<file path="src/rtl/gray_ptr_sync_pkg.sv">
// Shared constants and Gray/binary conversion helpers for pointer synchronisers and FIFO pointer logic.
package gray_ptr_sync_pkg;

  localparam int SYNC_STAGES_MIN = 2;
  localparam int SYNC_STAGES_MAX = 4;
  localparam int SYNC_WIDTH_MAX  = 16;

  typedef logic [SYNC_WIDTH_MAX-1:0] ptr_t;

  // Narrower pointers are zero-extended by the caller; leading zeros decode to zeros.
  function automatic ptr_t gray2bin(input ptr_t gray);
    ptr_t bin;
    bin[SYNC_WIDTH_MAX-1] = gray[SYNC_WIDTH_MAX-1];
    for (int i = SYNC_WIDTH_MAX-2; i >= 0; i--) begin
      bin[i] = bin[i+1] ^ gray[i];
    end
    return bin;
  endfunction

  function automatic ptr_t bin2gray(input ptr_t bin);
    return bin ^ (bin >> 1);
  endfunction

endpackage

</file>
<file path="src/rtl/gray_ptr_sync_sync_chain.sv">
// N-stage flop chain for one W-bit vector, async active-low reset, sync clear.
// Latency N edges from d_i to q_o; no backpressure.
module sync_chain
  import gray_ptr_sync_pkg::*;
#(
  parameter int W = 4,
  parameter int N = 2
) (
  input  logic         clk,
  input  logic         rst,
  input  logic         clr,
  input  logic [W-1:0] d_i,
  output logic [W-1:0] q_o
);

  if (N < SYNC_STAGES_MIN || N > SYNC_STAGES_MAX) begin : g_bad_stages
    $error("sync_chain: N out of range");
  end

  // First stage is the one that may go metastable; tools keep it adjacent and unanalysed.
  (* ASYNC_REG = "TRUE" *) logic [W-1:0] meta_q;
  logic [W-1:0] tail_q [N-1];

  always_ff @(posedge clk or negedge rst) begin
    if (!rst) begin
      meta_q <= '0;
      for (int i = 0; i < N-1; i++) tail_q[i] <= '0;
    end else if (clr) begin
      meta_q <= '0;
      for (int i = 0; i < N-1; i++) tail_q[i] <= '0;
    end else begin
      meta_q    <= d_i;
      tail_q[0] <= meta_q;
      for (int i = 1; i < N-1; i++) tail_q[i] <= tail_q[i-1];
    end
  end

  assign q_o = tail_q[N-2];

endmodule

</file>
<file path="src/rtl/gray_ptr_sync.sv">
// Multi-channel Gray pointer synchroniser; optr_gray after STAGES edges, optr_bin/upd one edge later.
// No backpressure. Macro GRAY_PTR_SYNC_BIN_EN builds the registered binary decode.
module gray_ptr_sync
  import gray_ptr_sync_pkg::*;
#(
  parameter int WIDTH    = 4,
  parameter int STAGES   = 2,
  parameter int CHANNELS = 1
) (
  input  logic                      clk,
  input  logic                      rst,
  input  logic                      clr,
  input  logic [CHANNELS*WIDTH-1:0] iptr_gray,
  output logic [CHANNELS*WIDTH-1:0] optr_gray,
  output logic [CHANNELS*WIDTH-1:0] optr_bin,
  output logic [CHANNELS-1:0]       upd
);

  if (WIDTH < 2 || WIDTH > SYNC_WIDTH_MAX) begin : g_bad_width
    $error("gray_ptr_sync: WIDTH out of range");
  end
  if (STAGES < SYNC_STAGES_MIN || STAGES > SYNC_STAGES_MAX) begin : g_bad_stages
    $error("gray_ptr_sync: STAGES out of range");
  end
  if (CHANNELS < 1 || CHANNELS > 8) begin : g_bad_channels
    $error("gray_ptr_sync: CHANNELS out of range");
  end

  for (genvar c = 0; c < CHANNELS; c++) begin : g_ch
    logic [WIDTH-1:0] gray_c;
    logic             upd_q;

    sync_chain #(
      .W (WIDTH),
      .N (STAGES)
    ) u_chain (
      .clk (clk),
      .rst (rst),
      .clr (clr),
      .d_i (iptr_gray[c*WIDTH +: WIDTH]),
      .q_o (gray_c)
    );

    assign optr_gray[c*WIDTH +: WIDTH] = gray_c;

`ifdef GRAY_PTR_SYNC_BIN_EN
    ptr_t             bin_d;
    logic [WIDTH-1:0] bin_q;

    assign bin_d = gray2bin(ptr_t'(gray_c));

    // upd rises on the same edge that loads the new binary value.
    always_ff @(posedge clk or negedge rst) begin
      if (!rst) begin
        bin_q <= '0;
        upd_q <= 1'b0;
      end else if (clr) begin
        bin_q <= '0;
        upd_q <= 1'b0;
      end else begin
        bin_q <= bin_d[WIDTH-1:0];
        upd_q <= (bin_d != ptr_t'(bin_q));
      end
    end

    assign optr_bin[c*WIDTH +: WIDTH] = bin_q;
`else
    logic [WIDTH-1:0] prev_q;

    always_ff @(posedge clk or negedge rst) begin
      if (!rst) begin
        prev_q <= '0;
        upd_q  <= 1'b0;
      end else if (clr) begin
        prev_q <= '0;
        upd_q  <= 1'b0;
      end else begin
        prev_q <= gray_c;
        upd_q  <= (gray_c != prev_q);
      end
    end

    assign optr_bin[c*WIDTH +: WIDTH] = '0;
`endif

    assign upd[c] = upd_q;
  end

endmodule

</file>
<file path="config.mk">
export PLATFORM = sky130hd
export DESIGN_NAME = gray_ptr_sync
export DESIGN_NICKNAME = d
export VERILOG_FILES = /design/src/rtl/gray_ptr_sync_pkg.sv /design/src/rtl/gray_ptr_sync_sync_chain.sv /design/src/rtl/gray_ptr_sync.sv
export SDC_FILE = /design/constraint.sdc
export NUM_CORES = 1
export LEC_CHECK = 0
export CAP_MARGIN = 20
export CORE_UTILIZATION = 35
export DETAILED_ROUTE_END_ITERATION = 10
export PLACE_DENSITY = 0.7
export SYNTH_ARGS = -nofsm -noshare
export SYNTH_HDL_FRONTEND = slang
export SYNTH_SLANG_ARGS = --single-unit
export TNS_END_PERCENT = 100
</file>
<file path="constraint.sdc">
create_clock -name clk -period 1.1 [get_ports clk]
set_input_delay 0.22 -clock clk [delete_from_list [all_inputs] [get_ports clk]]
set_output_delay 0.22 -clock clk [all_outputs]
set_load 0.01 [all_outputs]
</file>
Word-level counts from Yosys, hierarchy flattened. Index checks and enable logic that the tools add are counted.

Register bits: 13. Word-level logic and storage cells: 9.

Eq/ne operators: 1. Mux-type cells: 4.

Operators by type and width (count): $mux 4 (3); $ne 4x4->1 (1); $mux 1 (1).

Longest topological paths before layout.
Depth after elaboration: 2. Depth in mapped cells: 2. Mapped depth without buffers: 2.

Modules after synthesis. Synthesis repeated with hierarchy kept, for this count alone.

Cells, all modules: 35. Area, all modules: 478.0 um^2.

Modules (own cells, without submodules): sync_chain (times used 1, cells each 16, area an instance 250.2 um^2, seq. area each 200.2 um^2); gray_ptr_sync (times used 1, cells each 19, area an instance 227.7 um^2, seq. area each 125.1 um^2).

Least setup slack after synthesis. Ideal clock, no wire load.

Path kind: flip-flop to flip-flop. Start point: reg g_ch[0].u_chain.tail_q (netlist bit g_ch[0].u_chain.q_o[3]). End point: reg g_ch[0].upd_q, in the netlist upd. Setup time: 0.138 ns. Data arrival time: 0.714 ns. Data required time: 0.962 ns. Setup slack: 0.249 ns. Cell stages (with the launch flop): 3. Path buffers: 0. Period minus slack after synthesis: 0.851 ns. Cell sequence: dfrtp_1 -> xnor2_1 -> a41oi_2.

Longest elaborated chain between the ends: 2.

RTL lines: from (decl) (RTL line gray_ptr_sync_sync_chain.sv:22) `logic [W-1:0] tail_q [N-1];`; $ne 4x4->1 (RTL line gray_ptr_sync.sv:79) `upd_q <= (gray_c != prev_q);`; $mux 1 (RTL line gray_ptr_sync.sv:74) `end else if (clr) begin`; to (signal assigned) (RTL line gray_ptr_sync.sv:79); to (decl) (RTL line gray_ptr_sync.sv:31) `logic upd_q;`.

No other way between the ends.

Worst setup path in the final report.
Start point: reg g_ch[0].u_chain.tail_q (netlist bit g_ch[0].u_chain.q_o[2]). End point: out optr_gray[2].

RTL lines: to (decl) (RTL line gray_ptr_sync.sv:14) `output logic [CHANNELS*WIDTH-1:0] optr_gray,`.

No word-level cell between the ends.

==> run_results.csv <==
group,metric,value,unit
worst_setup_path,cpLargestDelayFamily,"flip-flops",
floorplan,initial_core_util,38.08,%
cts,numClockSinks,13,
routing,vias,279,
power,p_leak,0.3170,nW
floorplan,die-area,0.001570,mm2
logic_synthesis,seq_area_frac_synth,65.66,%
routing,wl_met3,43,um
cells_and_area,areaGrowthSynthToFinish,32.58,%
cells_and_area,regArea,325.3,um2
timing,fin_crit,1.004,ns
routing,ant_nets,0,
logic_synthesis,yosysUniqueCellTypes,7,
cts,clock_latency,0.26,ns
worst_setup_path,crit_buf_inv,1,
cells_and_area,multi_input_area,143.9,um2
logic_synthesis,syn_area,495.5,um2
placement,gp_congestion,0.6564,
worst_setup_path,cp_cell_sequence,"buf_2",
worst_setup_path,reg2reg_slack,0.14,ns
routing,wl_per_cell,8.743,um
cts,cts_buffers,3,
cells_and_area,layout.nets,63,
worst_setup_path,r2r_cells,3,
cells_and_area,drive_above_1_share,29.09,%
routing,wl_met2,305,um
worst_setup_path,critPathSlowestCell,"dfrtp_1",
cts,cts-root-buf,"clkbuf_4",
worst_setup_path,crit_arrival,0.78,ns
timing,period_share,91.30,%
global_route,grt-ovfl-total,0,
worst_setup_path,critPathCaptureType,"output pin",
worst_setup_path,crit_fanout,2,
power,power_density,1346,mW/mm2
worst_setup_path,worst_r2r_endpoint,"upd",
cts,tritoncts,"built",
logic_synthesis,ys_warn_count,0,
global_route,grt_first_pass_wirelength,1048,um
placement,port_buffers,11,
routing,wl,612,um
cts,ctsHoldBuffers,0,
worst_setup_path,reg2reg_from,"g_ch[0].u_chain.q_o[3]",
worst_setup_path,required,0.88,ns
cts,ctsLongestPathBuffers,2,
routing,wl_met1,253,um
timing,hold_violations,0,
logic_synthesis,yosysTopAreaCell,"dfrtp_1",
timing,final-max-slew-violation-count,0,
floorplan,fp.dieW,39.63,um
global_route,grt_usage,11.18,%
worst_hold_path,hold_path.class,"in2async",
routing,firstDrtPassIters,1,
cells_and_area,stdcell_area,656.9,um2
power,peakVddDrop,0.7539,mV
cells_and_area,diodes,0,
timing,worst_clock_skew,0.001092,ns
cts,clkTransAtPathRegs,0.07,ns
outcome,run_status,"complete, no violations",
routing,vias_per_cell,3.986,
routing,highest_layer,"met4",
worst_setup_path,crit_path_start_kind,"flop",
timing,fmax,0.9957,GHz
floorplan,core-area,0.001301,mm2
routing,drtIter0Drc,0,
worst_setup_path,path_class,"reg2out",
floorplan,die_h,39.63,um
job,drv_cap,0,
worst_setup_path,slowest_delay,0.38,ns
global_route,antenna_found_initial,0,
timing,rsz0062_at_grt,"false",
floorplan,pin_count,16,
logic_synthesis,ys_top_cells_by_area,"dfrtp_1, nor2b_1, buf_4",
placement,placed_cell_area,648.1,um2
global_route,grt_pass1_vias,261,
logic_synthesis,syn_inst,36,
cells_and_area,fillers,124,
global_route,grt_max_degree,14,
cts,h-tree-depth,1,
timing,whs,0.2531,ns
logic_synthesis,yosysTopAreaCellShare,65.66,%
logic_synthesis,synth_seq_cells,13,
floorplan,num_rows,13,
logic_synthesis,syn_area_per_cell,13.76,um2
timing,setup_viol,0,
routing,drc,0,
## placed cells by master, fill, tap and decap left out, drive strengths merged
cell type	synthesis	routed
dfrtp	13	13
nor2b	12	12
buf	5	10
clkdlybuf4s50	0	6
clkbuf	0	5
xnor2	4	4
conb	1	4
a41oi	1	1
## what timing repair did
item,CTS,global route
gates resized for setup,17,2
buffers inserted,1,0
endpoints found under the setup margin,5,2
cloned,0,0
pin swaps,0,0
## per-layer routing
layer  GRT usage (%)  vias to the layer above
met2           17.21                       10
met5               0                        -
met4           10.34                        0
li1                -                      140
met3           3.409                        2
met1           11.96                      127
## state kept, by name (all words and copies together) (netlist names)
register             flops
g_ch.u_chain.meta_q      4
g_ch.u_chain.q_o         4
upd                      1
g_ch.prev_q              4
## worst max-delay path by stage
stage / start / endpoint / slack (ns) / depth (start not counted)
2_1_floorplan: g_ch[0].u_chain.q_o[3] / upd / 0.25 / 2
4_1_cts: g_ch[0].u_chain.q_o[1] / optr_gray[1] / 0.004 / 1
6_report: g_ch[0].u_chain.q_o[2] / optr_gray[2] / 0.1 / 1
3_3_place_gp: g_ch[0].u_chain.q_o[0] / optr_gray[0] / -0.0007 / 1
5_1_grt: g_ch[0].u_chain.q_o[2] / optr_gray[2] / 0.05 / 1
3_5_place_dp: g_ch[0].u_chain.q_o[0] / optr_gray[0] / -0.03 / 1
## synth_stat cells
master / number
conb_1: 1
buf_4: 5
xnor2_1: 4
a41oi_2: 1
nor2b_2: 1
nor2b_1: 11
dfrtp_1: 13
## worst register-to-register path, cell delays in order (launching register included)
cell,delay (ns)
dfrtp_1,0.38
buf_4,0.14
xnor2_1,0.19
a41oi_2,0.13
## report_power, final
part	internal, mW	total, mW	switching, mW
Sequential	0.498	0.504	0.00634
Clock	0.140	0.277	0.137
Combinational	0.0589	0.103	0.0442
## per-stage QoR
| stage | power [mW] | setup TNS (ns) | util, % | instances | setup slack [ns] |
|---|---|---|---|---|---|
| 2_1_floorplan | 0.5678 | 0 | - | 39 | 0.2487 |
| 3_3_place_gp | 0.6245 | -0.0007311 | 49.81 | 65 | -0.0007311 |
| 3_5_place_dp | 0.6255 | -0.03115 | 49.81 | 65 | -0.03115 |
| 4_1_cts | 0.9036 | 0 | 51.35 | 70 | 0.003944 |
| 5_1_grt | 0.9418 | 0 | 50.48 | 70 | 0.05178 |
| 6_report | 0.8843 | 0 | 50.48 | 70 | 0.09570 |
## kinds of logic after synthesis
kind of cell              share of synthesized area, %
buffers and inverters                            7.577
xor gates and xnor gates                         7.070
DFF                                              65.66
and+or+nand+nor                                  15.66
AOI/OAI and AO/OA                                3.284
other                                           0.7568
## final cells by class
| type | count | share of cell area, % |
|---|---|---|
| sequential | 13 | 49.52 |
| multi-input combinational | 21 | 21.90 |
| timing repair buffer | 17 | 21.71 |
| clock buffer | 4 | 4.000 |
| tap | 15 | 2.857 |
Note: power is estimated with default switching activity, not from simulation.
